**config.mk**
```make
export PLATFORM = sky130hd
export DESIGN_NAME = nibble_unpack_fifo
export DESIGN_NICKNAME = d
export VERILOG_FILES = /design/src/rtl/nibble_unpack_fifo.sv
export SDC_FILE = /design/constraint.sdc
export NUM_CORES = 1
export LEC_CHECK = 0
export ABC_CLOCK_PERIOD_IN_PS = 7950
export CAP_MARGIN = 20
export CELL_PAD_IN_SITES_DETAIL_PLACEMENT = 1
export CELL_PAD_IN_SITES_GLOBAL_PLACEMENT = 2
export CORE_MARGIN = 1.5
export CORE_UTILIZATION = 47
export DETAILED_ROUTE_END_ITERATION = 16
export PLACE_DENSITY_LB_ADDON = 0.1
export SLEW_MARGIN = 0
export SYNTH_ARGS = -nofsm -noshare
export SYNTH_HDL_FRONTEND = slang
export SYNTH_SLANG_ARGS = --single-unit
```
**constraint.sdc**
```tcl
create_clock -name clk -period 7.95 [get_ports clk]
set_clock_uncertainty 0.2 [all_clocks]
set_input_delay 1.9875 -clock clk [delete_from_list [all_inputs] [get_ports clk]]
set_output_delay 1.9875 -clock clk [all_outputs]
set_load 0.01 [all_outputs]
```
**src/rtl/nibble_unpack_fifo.sv**
```systemverilog
// nibble_unpack_fifo: byte-in, nibble-out FIFO over a DEPTH-entry byte RAM.
// Ports: clk, rst_n (async low); write side Data_In/input_enable/input_valid;
// read side Data_Out/output_enable/output_valid; level (bytes held), overflow
// (sticky dropped-write flag). Define NIBBLE_MSB_FIRST_EN for high nibble first.
module nibble_unpack_fifo #(
  parameter int DEPTH = 8,
  parameter int AW    = 3
) (
  input  logic          clk,
  input  logic          rst_n,
  input  logic [7:0]    Data_In,
  input  logic          input_enable,
  output logic          input_valid,
  output logic [3:0]    Data_Out,
  input  logic          output_enable,
  output logic          output_valid,
  output logic [AW:0]   level,
  output logic          overflow
);

  localparam logic [AW:0] LP_FULL = (AW+1)'(DEPTH);

  logic [7:0]    r_ram [DEPTH];
  logic [AW-1:0] r_wr_ptr;
  logic [AW-1:0] r_rd_ptr;
  logic [AW:0]   r_count;
  logic          r_half;
  logic          r_overflow;

  logic          w_full;
  logic          w_empty;
  logic          w_wr;
  logic          w_rd;
  logic          w_pop_hi;
  logic [7:0]    w_byte;
  logic [3:0]    w_first;
  logic [3:0]    w_second;

  assign w_full   = (r_count == LP_FULL);
  assign w_empty  = (r_count == '0);
  // Fullness is judged on the start-of-cycle count, so a same-cycle
  // high-nibble pop never rescues a write into a full buffer.
  assign w_wr     = input_enable & ~w_full;
  assign w_rd     = output_enable & ~w_empty;
  assign w_pop_hi = w_rd & r_half;

  assign w_byte   = r_ram[r_rd_ptr];

`ifdef NIBBLE_MSB_FIRST_EN
  assign w_first  = w_byte[7:4];
  assign w_second = w_byte[3:0];
`else
  assign w_first  = w_byte[3:0];
  assign w_second = w_byte[7:4];
`endif

  always_ff @(posedge clk) begin
    if (w_wr) begin
      r_ram[r_wr_ptr] <= Data_In;
    end
  end

  always_ff @(posedge clk or negedge rst_n) begin
    if (!rst_n) begin
      r_wr_ptr   <= '0;
      r_rd_ptr   <= '0;
      r_count    <= '0;
      r_half     <= 1'b0;
      r_overflow <= 1'b0;
    end else begin
      if (w_wr) begin
        r_wr_ptr <= r_wr_ptr + AW'(1);
      end
      if (input_enable && w_full) begin
        r_overflow <= 1'b1;
      end
      if (w_rd) begin
        r_half <= ~r_half;
      end
      if (w_pop_hi) begin
        r_rd_ptr <= r_rd_ptr + AW'(1);
      end
      unique case ({w_wr, w_pop_hi})
        2'b10:   r_count <= r_count + (AW+1)'(1);
        2'b01:   r_count <= r_count - (AW+1)'(1);
        default: r_count <= r_count;
      endcase
    end
  end

  assign input_valid  = ~w_full;
  assign output_valid = ~w_empty;
  assign level        = r_count;
  assign overflow     = r_overflow;
  assign Data_Out     = w_empty ? 4'h0 : (r_half ? w_second : w_first);

endmodule

```
; Word-level counts from Yosys, hierarchy flattened
; Memory sizes are Yosys's and may differ from the RTL's.
; Cells that the tools add are included.
[word_totals]
mem_bits_ro = 0
in_bits = 12
output_inout_bits = 11
latch_bits = 0
n_memories = 1
elab_cells = 27
ramBits = 64
register_bits = 12
[classes]
n_addsub = 4
bitwise_logic = 6
n_shift = 0
magnitude_cmp = 0
div = 0
eq_ne = 3
mul = 0
n_reduce_logical = 3
mux = 5
[mem_list]
columns = name, words, width, read_ports, rd_clocked_by_memory_dff, write_ports, line_no
row1 = r_ram, 8, 8, 1, 0, 1, 23  ; logic [7:0] r_ram [DEPTH];
[ops]
columns = op, n
row1 = $mux 4, 2
row2 = $pmux 4 s2, 1
row3 = $add 3x1->3 const B, 2
row4 = $add 4x1->4 const B, 1
row5 = $eq 4x4->1 const B, 1
row6 = $logic_not 4->1, 1
row7 = $sub 4x1->4 const B, 1
row8 = $and 1x1->1, 3
row9 = $not 1->1, 3
row10 = $eq 2x1->1 const B, 1
row11 = $eq 2x2->1 const B, 1
row12 = $mux 1, 2
row13 = $reduce_bool 2->1, 1
row14 = $logic_and 1x1->1, 1

; Depth between registers and ports, before layout
; Gate-level depths: netlist of run 1.
[logic_depth]
ltp_word = 6
ltp_mapped = 11

; Worst setup path after synthesis of run 1
; No wires, ideal clock.
[synth_path]
kind = reg-to-output
startpoint = register r_rd_ptr[1]
endpoint = output port Data_Out[2]
path_buffers = 2
setup_slack_ns = 4.112
path_stages_with_launch = 7
arrival_ns = 1.650
path_cell_list = dfrtp_1 > buf_4 > buf_4 > mux4_2 > mux2_2 > o21ai_0 > a21oi_1
[synth_via]
elab_chain_len = 3
[synth_rtl]
columns = element, line_no
row1 = "start, declared", 25  ; logic [AW-1:0] r_rd_ptr;
row2 = "start signal, assigned", 81  ; r_rd_ptr <= r_rd_ptr + AW'(1);
row3 = $mem_v2 8x8, -
row4 = $mux 4 (2 in a row), 95  ; assign Data_Out = w_empty ? 4'h0 : (r_half ? w_second : w_first);
row5 = "end, declared", 14  ; output logic [3:0] Data_Out,
; Every way passes these cells.

; Final worst setup path of run 1
[layout_path]
startpoint = register r_rd_ptr[1]
endpoint = output port Data_Out[1]
; Same word-level chain as after synthesis.

==> out/metrics.json, run 1 <==
{
  "postSynthAreaPerCell": {"value": 18.54, "unit": "µm²"},
  "synth-seq-cells": {"value": 76},
  "timing.critical_path.to_type": {"value": "output pin"},
  "layout.filler_cells": {"value": 589},
  "swShare": {"value": 0.3184},
  "design.die.area": {"value": 7126, "unit": "µm²"},
  "required_time_worst_endpoint": {"value": 5.76, "unit": "ns"},
  "power.internal": {"value": 906.3, "unit": "µW"},
  "grt_first_pass_wirelength": {"value": 10.06, "unit": "mm"},
  "vdd_drop_max": {"value": 197.0, "unit": "µV"},
  "total_clock_sinks": {"value": 76},
  "route.detailed.vias_per_inst": {"value": 5.790},
  "cts.repair_timing.setup_buffer_count": {"value": 0},
  "detail_route.drc_violations": {"value": 0},
  "rsz0062_at_grt": {"value": "no"},
  "highest_attainable_clock_frequency": {"value": 192.4, "unit": "MHz"},
  "clk_latency": {"value": 0.34, "unit": "ns"},
  "detail_route.wirelength": {"value": 6.387, "unit": "mm"},
  "largest_family_of_logic_cells_by_synthesized_area": {"value": "multiplexers"},
  "synth.area.mux_share": {"value": 0.1514},
  "cts_max_path_buffers": {"value": 2},
  "timing.hold.worst.class": {"value": "reg2reg"},
  "run_status": {"value": "complete, no violations"},
  "drv.max_cap_violation_count": {"value": 0},
  "synth.cell_area": {"value": 3115, "unit": "µm²"},
  "clock_power_share": {"value": 0.220},
  "worstPathArrival": {"value": 3.01, "unit": "ns"},
  "port_buffers": {"value": 22},
  "tightestPinTransition": {"value": 1.036, "unit": "ns"},
  "first_global_vias": {"value": 1768},
  "synthesis.nets": {"value": 185},
  "syn2layout_area_growth": {"value": 15.22, "unit": "%"},
  "antenna_violation_net_count_after_detailed_routing": {"value": 0},
  "cts.root.buffer_cell": {"value": "sky130_fd_sc_hd__clkbuf_8"},
  "synthFlopType": {"value": "sky130_fd_sc_hd__edfxtp_1"},
  "complex_gate_fraction_of_the_synthesized_area": {"value": 0.02410},
  "seqPwrFrac": {"value": 0.471},
  "power.density_cell_area": {"value": 370.4, "unit": "nW/µm²"},
  "synth_cells": {"value": 168},
  "worstSetupStartpointType": {"value": "flop"},
  "synth-adder-area-share": {"value": 0.02008},
  "row_count": {"value": 29},
  "final_critical_path_setup_slack": {"value": 2.752, "unit": "ns"},
  "synth_cell_type_count": {"value": 29},
  "portion_of_synthesized_cell_area_occupied_by_the_leading_cell_type": {"value": 0.6169},
  "nets": {"value": 211},
  "clkSlewWorstSetupHoldPaths": {"value": 0.07, "unit": "ns"},
  "final_max_slew_viol_count": {"value": 0},
  "power.combinational.fraction": {"value": 0.309},
  "cts_htree_levels": {"value": 3},
  "crit_fanout": {"value": 18},
  "timing.hold.ws": {"value": 0.3007, "unit": "ns"},
  "min_period": {"value": 5.198, "unit": "ns"},
  "synth_enable_flop_cells": {"value": 64},
  "grt.total_usage": {"value": 0.1968},
  "fp.dieW": {"value": 84.42, "unit": "µm"},
  "synth_async_sr_flop_share": {"value": 0.1579},
  "globalplace.congestion": {"value": 0.6952},
  "tritoncts": {"value": "done"},
  "cts_buffers": {"value": 9},
  "min_period_over_period": {"value": 0.6539},
  "crit_type": {"value": "reg2out"},
  "ys_seq_area_frac": {"value": 0.7133},
  "synth-xor-area-share": {"value": 0.02530},
  "detail_route.first_pass.iterations": {"value": 4},
  "p_leak": {"value": 0.001220, "unit": "µW"},
  "cts-hold-fix-buffers": {"value": 0},
  "final-setup-viol-count": {"value": 0},
  "synth-simple-area-share": {"value": 0.04900},
  "yosys_warnings": {"value": 0},
  "netlist.top_cell.by_area": {"value": "sky130_fd_sc_hd__edfxtp_1"},
  "setup_total_negative_slack": {"value": 0, "unit": "ns"},
  "dr.first_iter.drc_count": {"value": 98},
  "ys_top_cells_by_area": {"value": "sky130_fd_sc_hd__edfxtp_1 62%, sky130_fd_sc_hd__mux4_2 12%, sky130_fd_sc_hd__dfrtp_1 9.6%"},
  "switching_power": {"value": 423.3, "unit": "µW"},
  "detailed_place_hpwl": {"value": 4.240, "unit": "mm"},
  "count_leader_synth": {"value": "sky130_fd_sc_hd__edfxtp_1"},
  "layout-drive-gt1-share": {"value": 0.2010},
  "worst_slew_margin_rel": {"value": 0.3069},
  "io-pin-count": {"value": 23},
  "dr_total_vias": {"value": 1598},
  "post_cts_resized": {"value": 0},
  "core": {"value": 6386, "unit": "µm²"},
  "floorplan.initialDensity": {"value": 0.4879},
  "dp_worst_setup_slack": {"value": 3.114, "unit": "ns"},
  "wire_per_inst": {"value": 23.14, "unit": "µm"},
  "grt_max_degree": {"value": 19},
  "diodes": {"value": 0},
  "die_h": {"value": 84.42, "unit": "µm"},
  "antenna_found_initial": {"value": 0},
  "commonest_cells_in_the_synthesized_netlist": {"value": "64 x sky130_fd_sc_hd__edfxtp_1, 16 x sky130_fd_sc_hd__mux4_2, 12 x sky130_fd_sc_hd__dfrtp_1"},
  "grt_overflow_total": {"value": 0},
  "hold_viol": {"value": 0}
}
## power groups by stage
stage | logic [µW] | clock network [µW] | registers [µW]
floorplan | 316 | 0 | 566
global placement | 400 | 0 | 626
detailed placement | 416 | 0 | 637
CTS | 418 | 294 | 628
global route | 445 | 309 | 642
finish | 411 | 293 | 626
## path summary, 6_finish.rpt
| kind | start | endpoint | slack, ns | cells after the start |
|---|---|---|---|---|
| max | r_rd_ptr[1] | Data_Out[1] | 2.75 | 5 |
| min | overflow | overflow | 0.30 | 1 |
| max reg2reg | level[2] | level[2] | 4.96 | 10 |
| min reg2reg | overflow | overflow | 0.30 | 1 |
| max in group asynchronous | rst_n | r_wr_ptr[2] | 5.36 | 1 |
| min in group asynchronous | rst_n | r_half | 1.81 | 1 |
## logic make-up (layout without fill, tap and decap cells)
group | count (synthesis) | after routing
compound gates | 13 | 13
buf+inv | 9 | 40
xor+xnor | 9 | 9
flops | 76 | 76
fa+ha+maj | 5 | 5
simple gates | 30 | 30
mux | 26 | 26
## cell type report
type                       count  area [µm²]  share of cell area
clock buffer                  11       141.4             0.03939
clock inverter                 5       51.30             0.01429
inverter                       2       7.507            0.002091
multi-input combinational     83       850.8              0.2370
sequential                    76        2222              0.6190
tap                           77       96.34             0.02684
timing repair buffer          22       220.2             0.06135
## state kept, by name, indices dropped and copies added, names as in the netlist
signal,flops
level,4
overflow,1
r_rd_ptr,3
r_ram,64
r_half,1
r_wr_ptr,3
## critical path: stages (launching register included)
cell                              delay (ns)
sky130_fd_sc_hd__dfrtp_1                0.99
sky130_fd_sc_hd__mux4_2                 0.61
sky130_fd_sc_hd__mux2_2                 0.28
sky130_fd_sc_hd__o21ai_0                0.20
sky130_fd_sc_hd__a21oi_1                0.08
sky130_fd_sc_hd__clkdlybuf4s50_1        0.50
## metrics by stage
stage                       util  instance area [µm²]  cells  total power (µW)
after floorplan                -                 3115    168             882.1
after global placement    0.5319                 3397    260              1026
after detailed placement  0.5319                 3397    260              1053
after CTS                 0.5621                 3590    276              1341
after global routing      0.5621                 3590    276              1397
final                     0.5621                 3590    276              1330
## layer usage
layer	track usage	wire [µm]	vias to the layer above
li1	-	-	710
met1	0.2626	2900	850
met2	0.3215	3233	26
met3	0.03441	142	12
met4	0.08651	111	0
met5	0	0	-
## cells in the final DEF (no fill, tap or decap), drive strengths merged, types with 3 or more instances in the layout
cell / n
xnor2: 4
mux2: 6
nor2: 8
clkbuf: 11
mux4: 16
mux2i: 4
o21ai: 4
clkdlybuf4s50: 22
edfxtp: 64
dfrtp: 12
a21oi: 6
nand2: 10
xor2: 5
nand2b: 4
ha: 5
clkinv: 3
(Power assumes the default switching activity.)
==> inputs of run 2 (changes only) <==
Settings changed: ABC_CLOCK_PERIOD_IN_PS 7950 to 4360, CORE_UTILIZATION 47 to 40.
Clock period 7.95 ns to 4.36 ns, I/O delays scaled along.
==> run 2 against run 1 <==
  * Routed wire length fell by 1.4%
  * Clock power rose by 84%
  * First-iteration DRC count fell by 30%
  * Critical endpoint is now Data_Out[3]
  * Highest routed layer unchanged
==> out/metrics.json, run 2 (synthesis results as in run 1) <==
{
  "run_status": {"value": "complete, no violations", "change": "unchanged"},
  "hold_viol": {"value": 0, "change": "unchanged"},
  "min_period_over_period": {"value": 0.9088},
  "globalplace.congestion": {"value": 0.7092, "change": "was 0.6952"},
  "grt_max_degree": {"value": 14, "change": "was 19"},
  "placed_cells_incl_taps": {"value": 293, "change": "was 260"},
  "dp_worst_setup_slack": {"value": 0.7232, "unit": "ns", "change": "was 3.114 ns"},
  "crit_fanout": {"value": 11, "change": "was 18"},
  "worstSetupStartpointType": {"value": "flop", "change": "unchanged"},
  "timing.hold.worst.class": {"value": "reg2reg", "change": "unchanged"},
  "io-pin-count": {"value": 23, "change": "unchanged"},
  "cts.repair_timing.setup_buffer_count": {"value": 0, "change": "unchanged"},
  "highest_attainable_clock_frequency": {"value": 252.4, "unit": "MHz"},
  "cts.root.buffer_cell": {"value": "sky130_fd_sc_hd__clkbuf_8", "change": "unchanged"},
  "tritoncts": {"value": "done", "change": "unchanged"},
  "wire_per_inst": {"value": 20.39, "unit": "µm", "change": "was 23.14 µm"},
  "total_clock_sinks": {"value": 76, "change": "unchanged"},
  "cts_buffers": {"value": 9, "change": "unchanged"},
  "reg2reg_setup_slack": {"value": 1.36, "unit": "ns", "change": "was 4.96 ns"},
  "layout.filler_cells": {"value": 707, "change": "was 589"},
  "row_count": {"value": 31, "change": "was 29"},
  "vdd_drop_max": {"value": 287.9, "unit": "µV", "change": "was 197.0 µV"},
  "power.density_cell_area": {"value": 664.6, "unit": "nW/µm²", "change": "was 370.4 nW/µm²"},
  "leading_cell_type_in_the_layout_fill_and_taps_excluded": {"value": "sky130_fd_sc_hd__edfxtp_1", "change": "unchanged"},
  "rsz0062_at_grt": {"value": "no", "change": "unchanged"},
  "slowest_delay": {"value": 0.73, "unit": "ns", "change": "was 0.99 ns"},
  "largest_reg_flops": {"value": 64, "change": "unchanged"},
  "dr.first_iter.drc_count": {"value": 69, "change": "was 98"},
  "grt.total_usage": {"value": 0.1665, "change": "was 0.1968"},
  "worstPathArrival": {"value": 2.67, "unit": "ns", "change": "was 3.01 ns"},
  "final_max_slew_viol_count": {"value": 0, "change": "unchanged"},
  "dr_total_vias": {"value": 1586, "change": "was 1,598"},
  "antenna_violation_net_count_after_detailed_routing": {"value": 0, "change": "unchanged"},
  "antenna_found_initial": {"value": 0, "change": "unchanged"},
  "cts_max_path_buffers": {"value": 2, "change": "unchanged"},
  "route.detailed.vias_per_inst": {"value": 5.133, "change": "was 5.790"},
  "required_time_worst_endpoint": {"value": 3.07, "unit": "ns", "change": "was 5.76 ns"},
  "worst_slew_margin_rel": {"value": 0.5910, "change": "was 0.3069"},
  "detail_route.first_pass.iterations": {"value": 4, "change": "unchanged"},
  "first_global_vias": {"value": 1813, "change": "was 1,768"},
  "timing.critical_path.to_type": {"value": "output pin", "change": "unchanged"},
  "fp.dieW": {"value": 91.26, "unit": "µm", "change": "was 84.42 µm"},
  "final_design_area_no_fill": {"value": 3700, "unit": "µm²", "change": "was 3590 µm²"},
  "nets": {"value": 222, "change": "was 211"},
  "detail_route.drc_violations": {"value": 0, "change": "unchanged"},
  "diodes": {"value": 0, "change": "unchanged"},
  "core": {"value": 7408, "unit": "µm²", "change": "was 6386 µm²"},
  "syn2layout_area_growth": {"value": 18.76, "unit": "%", "change": "was 15.22%"},
  "final_cell_mix": {"value": "64 x sky130_fd_sc_hd__edfxtp_1, 22 x sky130_fd_sc_hd__clkdlybuf4s50_1, 16 x sky130_fd_sc_hd__mux4_2, 12 x sky130_fd_sc_hd__dfrtp_1, 11 x sky130_fd_sc_hd__buf_4", "change": "was 64 x sky130_fd_sc_hd__edfxtp_1, 22 x sky130_fd_sc_hd__clkdlybuf4s50_1, 16 x sky130_fd_sc_hd__mux4_2, 12 x sky130_fd_sc_hd__dfrtp_1"},
  "design.die.area": {"value": 8327, "unit": "µm²", "change": "was 7126 µm²"},
  "grt_first_pass_wirelength": {"value": 10.13, "unit": "mm", "change": "was 10.06 mm"},
  "die_h": {"value": 91.26, "unit": "µm", "change": "was 84.42 µm"},
  "final-setup-viol-count": {"value": 0, "change": "unchanged"},
  "clkSlewWorstSetupHoldPaths": {"value": 0.08, "unit": "ns", "change": "was 0.07 ns"},
  "cpMaxStageDelayCell": {"value": "sky130_fd_sc_hd__dfrtp_1", "change": "unchanged"},
  "largest_reg_by_ff_count": {"value": "r_ram", "change": "unchanged"},
  "postPlaceCellArea": {"value": 3497, "unit": "µm²", "change": "was 3397 µm²"},
  "min_period": {"value": 3.962, "unit": "ns"},
  "detailed_place_hpwl": {"value": 4.329, "unit": "mm", "change": "was 4.240 mm"},
  "floorplan.initialDensity": {"value": 0.4205, "change": "was 0.4879"},
  "finish.cell_count_without_fillers": {"value": 309, "change": "was 276"},
  "cts-hold-fix-buffers": {"value": 0, "change": "unchanged"},
  "crit_family": {"value": "multiplexers", "change": "was flip-flops"},
  "post_cts_resized": {"value": 0, "change": "unchanged"},
  "clk_latency": {"value": 0.34, "unit": "ns", "change": "about the same"},
  "cts_htree_levels": {"value": 3, "change": "unchanged"},
  "cp_num_buf_inv": {"value": 1, "change": "unchanged"},
  "p_leak": {"value": 0.001270, "unit": "µW", "change": "was 0.001220 µW"},
  "final_util": {"value": 0.4994, "change": "was 0.5621"},
  "path_cells": {"value": "mux4_2 > mux2_2 > o21ai_0 > a21oi_1 > clkdlybuf4s50_1", "change": "unchanged"},
  "port_buffers": {"value": 22, "change": "unchanged"},
  "crit_type": {"value": "reg2out", "change": "unchanged"},
  "tightestPinTransition": {"value": 0.6116, "unit": "ns", "change": "was 1.036 ns"},
  "setup_total_negative_slack": {"value": 0, "unit": "ns", "change": "unchanged"},
  "detail_route.wirelength": {"value": 6.300, "unit": "mm", "change": "was 6.387 mm"},
  "grt_overflow_total": {"value": 0, "change": "unchanged"},
  "final_critical_path_setup_slack": {"value": 0.3978, "unit": "ns", "change": "was 2.752 ns"},
  "drv.max_cap_violation_count": {"value": 0, "change": "unchanged"},
  "layout-drive-gt1-share": {"value": 0.2381, "change": "was 0.2010"}
}
-- run 2: worst reg2reg max path, stage by stage (launching register included) --
cell	delay, ns
sky130_fd_sc_hd__dfrtp_1	0.46
sky130_fd_sc_hd__or4b_2	0.74
sky130_fd_sc_hd__and2_1	0.25
sky130_fd_sc_hd__inv_1	0.15
sky130_fd_sc_hd__ha_1	0.29
sky130_fd_sc_hd__xor2_1	0.10
sky130_fd_sc_hd__ha_1	0.18
sky130_fd_sc_hd__a21oi_1	0.15
sky130_fd_sc_hd__xor2_1	0.17
sky130_fd_sc_hd__nor2_1	0.06
sky130_fd_sc_hd__xor2_1	0.14
-- run 2: report_power, final --
part	switching, µW	leakage, µW	total (µW)	internal (µW)
sequential	159	0.000721	1090	935
clock	259	0.0000918	540	281
combinational	354	0.000458	824	470
total	772	0.00127	2460	1690
-- run 2: layout make-up --
| class | instances | area [µm²] | share of cell area |
|---|---|---|---|
| Clock buffer | 11 | 141.4 | 0.03821 |
| Clock inverter | 5 | 61.31 | 0.01657 |
| Timing Repair Buffer | 33 | 302.8 | 0.08184 |
| Inverter | 2 | 7.507 | 0.002029 |
| Multi-Input combinational cell | 83 | 840.8 | 0.2273 |
| Tap cell | 99 | 123.9 | 0.03348 |
| Sequential cell | 76 | 2222 | 0.6006 |
-- run 2: layer usage --
layer | up-vias | global-route usage | wire (µm)
met5 | - | 0 | 0
met4 | 0 | 0.04557 | 23
met3 | 2 | 0.03936 | 139
met2 | 17 | 0.2811 | 3282
met1 | 839 | 0.2153 | 2854
li1 | 728 | - | -
-- run 2: worst paths after layout --
| path | from | endpoint | depth (start not counted) |
|---|---|---|---|
| max in group asynchronous | rst_n | r_wr_ptr[2] | 1 |
| worst min register to register | overflow | overflow | 1 |
| min in group asynchronous | rst_n | r_half | 1 |
| worst max-delay path | r_rd_ptr[1] | Data_Out[3] | 5 |
| worst min-delay path | overflow | overflow | 1 |
| worst max register to register | level[2] | level[2] | 10 |
-- run 2: per-stage QoR --
stage	total power, µW	hold WS, ns
floorplan	1608	0.2871
global placement	1912	0.2600
detailed placement	1952	0.2652
CTS	2493	0.2934
global route	2602	0.3390
finish	2459	0.2940
==> patch 1, RTL diff (config.mk and constraints of run 2) <==
Set the parameter `AW` to 4 (it was 3).
--- a/src/rtl/nibble_unpack_fifo.sv
+++ b/src/rtl/nibble_unpack_fifo.sv
@@ -6,3 +6,3 @@
   parameter int DEPTH = 8,
-  parameter int AW    = 3
+  parameter int AW    = 4
 ) (
Interface: changed (resized level); port bits go from 23 to 24. The function was not compared with the original's and may differ.
==> patch 1 against run 2 <==
  * Routed wire length grew 5.8%
  * Setup slack worse by 0.10 ns
  * Register-to-register slack got worse by 0.34 ns
  * Critical path depth unchanged
  * Total power rose by 3.3%
  * Hold slack worse by 0.025 ns
  * Count of clock-buffer cells in the layout down 2
  * Die area rose by 4.5%
  * Synthesized area increased by 4.6%
  * Sequential cell count grew 1
  * Design area rose by 3.9%
  * Critical endpoint is now Data_Out[1]
  * Largest power group unchanged
==> patch 1: results (changes against run 2) <==
** Run status
- Run status :: completed

** Placement
- Total placed instance area :: 3640 um^2 (+4.2%)
- The half-perimeter wire length of the detailed placement result was 4.66 mm (+7.7%).

** Logic synthesis
- Number of nets produced by synthesis :: 198 (+7.0%)
- Count of distinct cell types in the synthesized netlist :: 35 (+21%)
- Compound-gate portion of the synthesized area :: 0.0303 (+0.00623)
- Post-synthesis adder-cell area fraction :: 0.0292 (+0.00909)
- The share of synthesized registers carrying an async set or reset was 0.169 (+0.0109).
- The xor and xnor fraction of the mapped netlist area is 0.0188 (-0.00649).
- Synth top area cells :: edfxtp_1 (59%), dfrtp_1 (10%), mux4_2 (6.9%), mux4_1 (4.8%), ha_1 (2.3%)

** Drt
- The total via count in the routed design is 1716 (+8.2%).
- The total detailed-routing wirelength is 6.67 mm (+5.8%).

** Layout
- Number of fill cells in the layout :: 740 (+4.7%)
- Area of the multi-input gates :: 941 um^2 (+12%)
- The number of nets at the end of the flow came to 236 (+6.3%).

** Critical path
- Setup slack on the worst flop-to-flop path :: 1.02 ns (-0.34 ns)
- The arrival time of the worst setup path was 2.77 ns (+0.10 ns).
- Depth of the worst register-to-register path :: 9 (-1)
- Highest net fanout along the worst path :: 12 (+1)
- In this run the critical register-to-register path is captured at level[4].
- The worst register-to-register path begins at level[1].
- End point of the critical path :: Data_Out[1]

** Global routing
- The global-route wire length before repair came to 10.3 mm (+2.0%).
- The global router's overall resource usage is 0.168 (+0.00159).
- Via count of the first global-routing pass :: 1887 (+4.1%)

** Pwr
- Largest voltage drop on the vdd net :: 0.000219 V (-24%)

** Timing
- Hold slack :: 0.269 ns (-0.0246 ns)
[patch 1: area by class of cell]
class,instances,area share
multi-input cells,91,0.245
repair buffers,34,0.0814
inverters,4,0.00391
clock buffers,9,0.0322
clock inverters,7,0.0195
flip-flops and latches,77,0.585
well taps,102,0.0332
[patch 1: metrics by stage]
stage | total power (uW) | worst slack, ns | instances
after global routing | 2690 | 0.133 | 324
after floorplan | 1680 | 1.37 | 179
final | 2540 | 0.298 | 324
after global placement | 2010 | 0.673 | 308
after detailed placement | 2050 | 0.610 | 308
after CTS | 2580 | 0.225 | 324
[patch 1: metal layers]
layer  up-vias  wire length (um)  GRT usage
li1        785                 -          -
met1       885              3020      0.223
met2        34              3340      0.272
met3        12               168     0.0268
met4         0               140     0.0770
met5         -                 0          0
[patch 1: report_power, final]
| part | switching (uW) | internal [uW] |
|---|---|---|
| clock network | 265 | 266 |
| registers | 164 | 945 |
| logic | 394 | 507 |
[patch 1: cell families (layout without fill, tap and decap cells)]
family                     count (synthesis)  after routing
DFF                                       77             77
adders and majority gates                  7              7
xor gates and xnor gates                   7              7
and+or+nand+nor                           32             32
buffers and inverters                     11             54
muxes                                     27             27
AOI/OAI and AO/OA                         18             18
[patch 1: worst register-to-register path, delay by kind of cell (launching register included)]
family / cells / cell delay [ns]
buf+inv: 1 / 0.06
compound gates: 3 / 0.70
fa+ha+maj: 2 / 0.74
flops: 1 / 0.46
simple gates: 3 / 1.07
==> patch 2, RTL diff (settings of run 2) <==
Without the edit above. Make the reset (`rst_n`) synchronous in one clocked block. Comments in the files are not updated.
--- a/src/rtl/nibble_unpack_fifo.sv
+++ b/src/rtl/nibble_unpack_fifo.sv
@@ -62,3 +62,3 @@
 
-  always_ff @(posedge clk or negedge rst_n) begin
+  always_ff @(posedge clk) begin
     if (!rst_n) begin
Function: differs if rst_n is asserted again (counterexample within 4 cycles, from zero or initial values and one cycle with rst_n low); with rst_n held inactive, the same outputs for 10 cycles.
==> patch 2 against run 2 <==
  * Routed wire length is 2.9% lower
  * Design area up 2.0%
  * Cell count up 4.5%
  * Highest routed layer unchanged
  * Global-route usage shrank 0.97 points
  * Non-clock buffer count decreased by 3
  * Sequential share of layout area shrank 1.2 points
  * Synthesized area is 4.5% higher
  * Sequential cell count increased by 3
  * Setup slack better by 0.12 ns
  * Utilization down 1.6 points
Power is not compared: it rests on default switching activity, and its combinational part moved more than twofold at a synthesized area within 25%.
==> patch 2: results (changes against run 2) <==
** Layout
- The share of layout cells above drive strength 1 came to 0.136 (-0.102).
- Number of fill cells in the layout :: 761 (+7.6%)
- The number of nets at the end of the flow is 234 (+5.4%).

** Global routing
- Global router's overall resource usage :: 0.157 (-0.00966)
- M2 GR Usage :: 0.247 (-0.0341)
- Met1 routing resource usage after global routing :: 0.206 (-0.00979)
- The largest net degree at the start of global routing came to 17 (+3).
- Met3 usage in global routing :: 0.0496 (+0.0102)
- The number of global-route vias before repair is 1772 (-2.3%).
- First-pass GRT wire length :: 9.69 mm (-4.4%)

** Drt
- Length of routed met2 wiring :: 3.02 mm (-8.1%)
- The total via count in the routed design came to 1667 (+5.1%).
- The wire length on met3 came to 207 um (+49%).
- The average wire per cell in the routed design came to 18.9 um (-7.1%).
- Routed metal-1 wirelength :: 2.84 mm (-0.67%)
- The number of DRC markers in iteration 0 is 91 (+32%).

** Logic synthesis
- Count of distinct cell types in the synthesized netlist :: 35 (+21%)
- The synthesized net count is 201 (+8.6%).
- Synth top area cells :: edfxtp_1 (59%), mux4_1 (11%), dfxtp_1 (9.2%), ha_1 (1.9%), mux2i_1 (1.8%)
- The post-synthesis adder-cell area fraction was 0.0192 (-0.000872).
- Share of the yosys chip area belonging to registers :: 0.682 (-0.0310)
- The count of flip-flops with a built-in enable after synthesis is 64 (unchanged).
- The xor and xnor fraction of the mapped netlist area came to 0.0215 (-0.00379).
- Compound-gate portion of the synthesized area :: 0.0300 (+0.00587)
- The portion of netlist area occupied by mux cells was 0.159 (+0.00764).
- Async S/R FF share, synth :: 0 (-0.158)

** Critical path
- Highest net fanout along the worst path :: 16 (+5)
- Reg2reg end :: level[2]
- The arrival time of the worst setup path is 2.55 ns (-0.12 ns).
- The startpoint identified for the worst register-to-register timing path is level[1].

** Timing
- The maximum operating frequency came to 260 MHz (+3.1%).
- The max-slew headroom at the worst pin was 0.458 (-0.133).
- The minimum hold slack was 0.283 ns (-0.0111 ns).

** Placement
- Final GP Congestion :: 0.776 (+9.3%)
- Worst setup slack before clock tree synthesis :: 0.843 ns (+0.120 ns)
- The half-perimeter wire length of the detailed placement result came to 4.13 mm (-4.5%).

** Pwr
- Pleak :: 0.00126 uW

** Clocking
- Post-CTS resize count :: 0 (unchanged)

** Hold path
- In this run the most critical hold path is launched from overflow.
- Endpoint, Worst Hold :: overflow

** Run status
- Run status :: completed
[patch 2: worst max-delay path, stage by stage, from the launching register on]
cell	delay, ns
dfxtp_1	0.34
buf_4	0.26
mux4_1	0.59
mux2_2	0.27
o21ai_0	0.16
a21oi_1	0.08
clkdlybuf4s50_1	0.50
[patch 2: power by group]
part | leakage [uW] | total [uW] | internal [uW] | switching (uW)
sequential | 0.000703 | 867 | 839 | 27.5
clock | 0.0000825 | 463 | 205 | 258
combinational | 0.000471 | 175 | 95.4 | 79.6
total | 0.00126 | 1500 | 1140 | 365
[patch 2: stage by stage]
step,area (um^2),cells
after CTS,3770,323
after detailed placement,3610,308
final,3770,323
after floorplan,3260,184
after global placement,3610,308
after global routing,3770,323
[patch 2: layout make-up]
type | count | share of cell area
flip-flops and latches | 79 | 0.589
multi-input cells | 95 | 0.258
repair buffers | 30 | 0.0743
clock buffers | 10 | 0.0338
well taps | 102 | 0.0338
clock inverters | 5 | 0.00928
inverters | 2 | 0.00199
